--- config.mk ---
export PLATFORM = sky130hd
export DESIGN_NAME = ad_capture_writer
export DESIGN_NICKNAME = d
export VERILOG_FILES = /design/src/rtl/ad_capture_writer.sv
export SDC_FILE = /design/constraint.sdc
export NUM_CORES = 1
export LEC_CHECK = 0
export CORE_MARGIN = 4
export CORE_UTILIZATION = 58
export CTS_BUF_LIST = sky130_fd_sc_hd__clkbuf_8
export DETAILED_ROUTE_END_ITERATION = 10
export PLACE_DENSITY = 0.86
export SYNTH_ARGS = -nofsm -noshare
export SYNTH_HDL_FRONTEND = slang
export SYNTH_SLANG_ARGS = --single-unit
--- constraint.sdc ---
create_clock -name ad_clk -period 7.63 [get_ports ad_clk]
set_input_delay 1.1445 -clock ad_clk [delete_from_list [all_inputs] [get_ports ad_clk]]
set_output_delay 1.1445 -clock ad_clk [all_outputs]
set_load 0.05 [all_outputs]
--- src/rtl/ad_capture_writer.sv ---
// ad_capture_writer: triggered four-channel AD capture streamed to PSRAM as 4-beat write bursts
// Ports:
//   ad_clk, reset                 clock and synchronous active-high reset
//   ad_a0/a1/b0/b1, ad_strobe     12-bit samples qualified by a one-cycle strobe
//   arm, trig_sel, trig_level,    capture start pulse, trigger channel, rising threshold
//   trig_force                    and forced trigger
//   psram_ready                   low holds the block in reset
//   awaddr/awvalid/awready        burst address channel, set n at n<<3
//   wdata/wvalid/wready/wlast     data channel, beats a0,a1,b0,b1
//   busy, done, overflow, set_cnt status
module ad_capture_writer #(
  parameter int NUM_SETS   = 640,
  parameter int FIFO_DEPTH = 4
) (
  input  logic        ad_clk,
  input  logic        reset,
  input  logic [11:0] ad_a0,
  input  logic [11:0] ad_a1,
  input  logic [11:0] ad_b0,
  input  logic [11:0] ad_b1,
  input  logic        ad_strobe,
  input  logic        arm,
  input  logic [1:0]  trig_sel,
  input  logic [10:0] trig_level,
  input  logic        trig_force,
  input  logic        psram_ready,
  output logic [24:0] awaddr,
  output logic        awvalid,
  input  logic        awready,
  output logic [17:0] wdata,
  output logic        wvalid,
  input  logic        wready,
  output logic        wlast,
  output logic        busy,
  output logic        done,
  output logic        overflow,
  output logic [21:0] set_cnt
);
  localparam int AW = $clog2(FIFO_DEPTH);
  localparam logic [22:0] NS = 23'(NUM_SETS);

  typedef enum logic [1:0] {C_IDLE, C_ARMED, C_CAPTURE, C_DONE} cap_t;
  typedef enum logic [1:0] {W_IDLE, W_ADDR, W_DATA} wr_t;

  cap_t r_cst, w_cst_nxt;
  wr_t  r_wst, w_wst_nxt;

  logic [47:0] r_mem [FIFO_DEPTH];
  logic [AW:0] r_wp, r_rp;
  logic [10:0] r_prev;
  logic        r_prev_vld;
  logic [22:0] r_cnt;
  logic [21:0] r_wr_idx;
  logic [1:0]  r_beat;
  logic        r_ovf;

  logic        w_rst, w_empty, w_full, w_cnt_full, w_trig, w_push, w_pop, w_take, w_arm_ok;
  logic [10:0] w_cur;
  logic [47:0] w_head;
  logic [11:0] w_smp;

  assign w_rst      = reset | ~psram_ready;
  assign w_cur      = trig_sel == 2'd0 ? ad_a0[10:0] : trig_sel == 2'd1 ? ad_a1[10:0] :
                      trig_sel == 2'd2 ? ad_b0[10:0] : ad_b1[10:0];
  // prev is only meaningful after the first strobe seen in ARMED
  assign w_trig     = ad_strobe & (trig_force | (r_prev_vld & (r_prev < trig_level) & (w_cur >= trig_level)));
  assign w_cnt_full = r_cnt == NS;
  // a push request counts toward NUM_SETS whether or not the FIFO accepts it
  assign w_push     = ad_strobe & ((r_cst == C_ARMED & w_trig) | (r_cst == C_CAPTURE & ~w_cnt_full));
  assign w_empty    = r_wp == r_rp;
  assign w_full     = (r_wp[AW] != r_rp[AW]) & (r_wp[AW-1:0] == r_rp[AW-1:0]);
  assign w_pop      = r_wst == W_DATA & wready & r_beat == 2'd3;
  // a same-cycle pop frees the slot for the push
  assign w_take     = w_push & (~w_full | w_pop);
  assign w_arm_ok   = arm & (r_cst == C_IDLE | r_cst == C_DONE);
  assign w_head     = r_mem[r_rp[AW-1:0]];
  assign w_smp      = r_beat == 2'd0 ? w_head[47:36] : r_beat == 2'd1 ? w_head[35:24] :
                      r_beat == 2'd2 ? w_head[23:12] : w_head[11:0];

  always_comb begin
    w_cst_nxt = w_arm_ok ? C_ARMED :
                (r_cst == C_ARMED & w_trig) ? C_CAPTURE :
                (r_cst == C_CAPTURE & w_cnt_full & w_empty & r_wst == W_IDLE) ? C_DONE : r_cst;
    w_wst_nxt = (r_wst == W_IDLE & ~w_empty) ? W_ADDR :
                (r_wst == W_ADDR & awready) ? W_DATA :
                w_pop ? W_IDLE : r_wst;
    awvalid   = r_wst == W_ADDR;
    awaddr    = {r_wr_idx, 3'b000};
    wvalid    = r_wst == W_DATA;
    wlast     = wvalid & r_beat == 2'd3;
    // sample bits [10:3] land on display bits [12:9],[7:4]
    wdata     = wvalid ? {4'b0, w_smp[11], w_smp[10:7], 1'b0, w_smp[6:3], 1'b0, w_smp[2:0]} : '0;
    busy      = r_cst == C_ARMED | r_cst == C_CAPTURE | r_wst != W_IDLE;
    done      = r_cst == C_DONE;
    overflow  = r_ovf;
    set_cnt   = r_wr_idx;
  end

  always_ff @(posedge ad_clk) begin
    if (w_take) r_mem[r_wp[AW-1:0]] <= {ad_a0, ad_a1, ad_b0, ad_b1};
  end

  always_ff @(posedge ad_clk) begin
    if (w_rst) begin
      r_cst      <= C_IDLE;
      r_wst      <= W_IDLE;
      r_wp       <= '0;
      r_rp       <= '0;
      r_prev     <= '0;
      r_prev_vld <= 1'b0;
      r_cnt      <= '0;
      r_wr_idx   <= '0;
      r_beat     <= '0;
      r_ovf      <= 1'b0;
    end else begin
      r_cst <= w_cst_nxt;
      r_wst <= w_wst_nxt;
      if (w_take) r_wp <= r_wp + (AW+1)'(1);
      if (w_pop) r_rp <= r_rp + (AW+1)'(1);
      if (r_cst == C_ARMED & ad_strobe) begin
        r_prev     <= w_cur;
        r_prev_vld <= 1'b1;
      end
      if (w_push) r_cnt <= r_cnt + 23'd1;
      if (w_push & ~w_take) r_ovf <= 1'b1;
      if (w_pop) r_wr_idx <= r_wr_idx + 22'd1;
      if (r_wst == W_DATA & wready) r_beat <= r_beat + 2'd1;
      if (w_arm_ok) begin
        r_prev_vld <= 1'b0;
        r_cnt      <= '0;
        r_wr_idx   <= '0;
        r_ovf      <= 1'b0;
      end
    end
  end
endmodule
==> run metrics <==
outcome finished, final reports clean; sequential share of power 55.1%; worst rel slew slack 28.2%; total core area between 0.015 and 0.02 mm2; WL final 26000 um; CP Capture Type flop; Req. time, crit path 7850 ps; DRC Markers 0; antenna violations before repair 0; Final Worst Setup Slack 2410 ps; Post-Syn Area about 0.012 mm2; Max Buffers Root-to-Sink 3; Initial Util 59.3%; PortBufs 130; most area-consuming cells after synthesis edfxtp_1, dfxtp_1, mux4_2; FILL cells 1309; worst hold slack 464 ps; HP Class reg -> reg; Seq/Total Area, Yosys 62.2%; DIE AREA 0.0223 mm2; crit path launch type input port; Pins Over Slew Limit 0; root buf cell clkbuf_8; VDD IR max 0.102 mV; TritonRoute pass-1 iters 5; Clock Pin Slew Worst Setup and Hold Paths 60 ps; distinct cell type count after synthesis 50; share of cells above drive strength 1 13.6%; Finish-stage setup viols 0; Post-synth EDFFs between 150 and 200; Antenna Violating Nets Remaining 0; Pwr per Cell Area 204 mW/mm2; Synth Instances between 800 and 900; area grow syn2layout 18.3%; post-route clock period utilization 68.4%; all-layer global routing usage 24.1%; drt via density 5.89; setup TNS 0 ps; Switch Pwr 611 uW; WL per Instance around 21 um; CTS tree yes; DRT iter0 DRCs 569; Die Height 149 um; # diodes 0; post-CTS setup buffer count 0; Final min period 5220 ps; vias in the first global route 7741; post-synthesis async set-or-reset flop share 0%; worst skew pair latency 550 ps; Main synth FF type edfxtp_1; clk sinks 264; H-tree Lvls 2; row cnt 51; Final Hold Viols 0; arrival time worst endpoint ~5500 ps; Int Pwr 2.19 mW; die span in x 149 um; Layout Cells excl Fill 1246; LEAKAGE 4.57 nW; yosys warns 0; Placed Cells about 1200; skew final 18.4 ps; share of the synthesized area in the top cell type between 40 and 50%; largest net degree at the start of global routing 49; CTS Hold Bufs 0; Peak Freq 191 MHz; Final nets 1055; post-cts repair resize count 0; post-synthesis cell type with the largest combined area edfxtp_1; RSZ-0062 raised after global routing false; GPL Wtd Cong a little under 0.9; CTS buffer count 40; Synth Register Bits between 200 and 300; critical path type in -> reg; I/O Pins 140; first-pass GRT wire length 41100 um; clock network fraction of design power 40.2%; GRT overflow 0; Worst Max-Slew Pin Slew 1080 ps; DP HPWL 17300 um; Mapped Avg Cell Area 14.0 um2; Comb pwr share roughly 4.7%; worst slack, placed about 1800 ps; max-cap viol count 0; Crit Path Max Fanout 34; sw frac 21.8%; via count approximately 7300
[per-stage QoR]
step	utilization (%)	cell area [um2]	power (mW)
floorplan	-	11600	1.64
CTS	70.2	13700	2.82
global placement	66.1	12900	1.70
finish	70.2	13700	2.80
global route	70.2	13700	2.90
detailed placement	66.1	12900	1.70
[area by class of cell]
type	count	area [um2]	share of cell area, %
clock buffers	46	633	4.62
clock inverters	27	153	1.11
inverters	29	109	0.795
multi-input cells	478	3910	28.5
flip-flops and latches	264	7210	52.6
well taps	265	332	2.42
repair buffers	137	1350	9.88
[power groups by stage]
stage          clock network (mW)  registers [mW]  logic, mW
2_1_floorplan                   0            1.57     0.0637
3_3_place_gp                    0            1.57      0.126
3_5_place_dp                    0            1.57      0.130
4_1_cts                      1.14            1.54      0.131
5_1_grt                      1.22            1.54      0.141
6_report                     1.13            1.54      0.131
[flip-flops by register name, summed over array words and instances (netlist names), named ones only]
name        flops
r_cnt          23
r_wp            3
r_rp            3
r_cst           2
set_cnt        22
overflow        1
r_beat          2
r_wst           2
r_prev_vld      1
r_prev         11
r_mem         192
[per-layer routing]
layer	up-vias	routed length [um]	GRT usage, %
met5	-	0	0
met4	0	1070	10.2
met3	73	1840	5.41
met2	352	13000	40.2
met1	3597	10200	30.6
li1	3311	-	-
[cells in the final DEF, fill, tap and decap left out, types with 4 or more instances in the layout]
master | netlist | routed
mux4_2 | 59 | 59
clkdlybuf4s50_1 | 0 | 130
inv_1 | 29 | 39
ha_1 | 36 | 36
nand2_1 | 57 | 57
o21ai_1 | 7 | 7
conb_1 | 1 | 9
nand2b_1 | 4 | 4
buf_4 | 31 | 7
and3_1 | 7 | 7
or3_1 | 15 | 15
nand4_1 | 14 | 14
mux2i_1 | 14 | 14
nor2_1 | 86 | 85
o21ai_0 | 12 | 12
dfxtp_1 | 72 | 70
xor2_1 | 23 | 23
clkinv_2 | 0 | 4
clkbuf_8 | 0 | 46
o211ai_1 | 4 | 4
or4_1 | 4 | 4
a21oi_1 | 64 | 64
clkinv_1 | 0 | 8
nand3_1 | 16 | 16
xnor2_1 | 10 | 10
edfxtp_1 | 192 | 192
[final timing paths]
kind,start,to,slack (ps),depth (start not counted)
worst max-delay path,trig_sel[0],r_mem[2][25]$_DFFE_PP_,2410,10
worst min-delay path,r_prev[10]$_SDFFE_PP0P_,r_prev[10]$_SDFFE_PP0P_,460,2
worst max register to register,r_cst[0]$_SDFFE_PP0P_,r_mem[2][25]$_DFFE_PP_,3600,8
worst min register to register,r_prev[10]$_SDFFE_PP0P_,r_prev[10]$_SDFFE_PP0P_,460,2
[logic make-up after synthesis]
| kind of cell | Yosys count | synth area share (%) |
|---|---|---|
| simple gates | 222 | 9.00 |
| compound gates | 105 | 5.30 |
| buf+inv | 95 | 4.35 |
| xor+xnor | 33 | 2.50 |
| other cells | 1 | 0.0324 |
| fa+ha+maj | 36 | 3.89 |
| flops | 264 | 62.2 |
| mux | 73 | 12.7 |
[cell usage after synthesis (3+ instances only)]
cell type	instances
a21oi_1	64
and2_1	5
and3_1	7
buf_1	4
buf_2	7
buf_4	31
buf_6	3
clkbuf_1	21
dfxtp_1	72
edfxtp_1	192
ha_1	36
inv_1	29
mux2i_1	14
mux4_2	59
nand2_1	57
nand2b_1	4
nand3_1	16
nand4_1	14
nor2_1	86
nor3_1	3
nor4_1	3
o211ai_1	4
o21ai_0	12
o21ai_1	7
or3_1	15
or4_1	4
xnor2_1	10
xor2_1	23
[worst max-delay path, cell delays in order]
cell and delay (ps):
clkdlybuf4s50_1 950, mux4_2 610, ha_1 340, a41o_1 190, a21oi_1 50, o221ai_1 180, o211a_1 470, o21a_1 310
and2_2 800, buf_4 380
No activity file was read; power rests on OpenSTA's default activity.
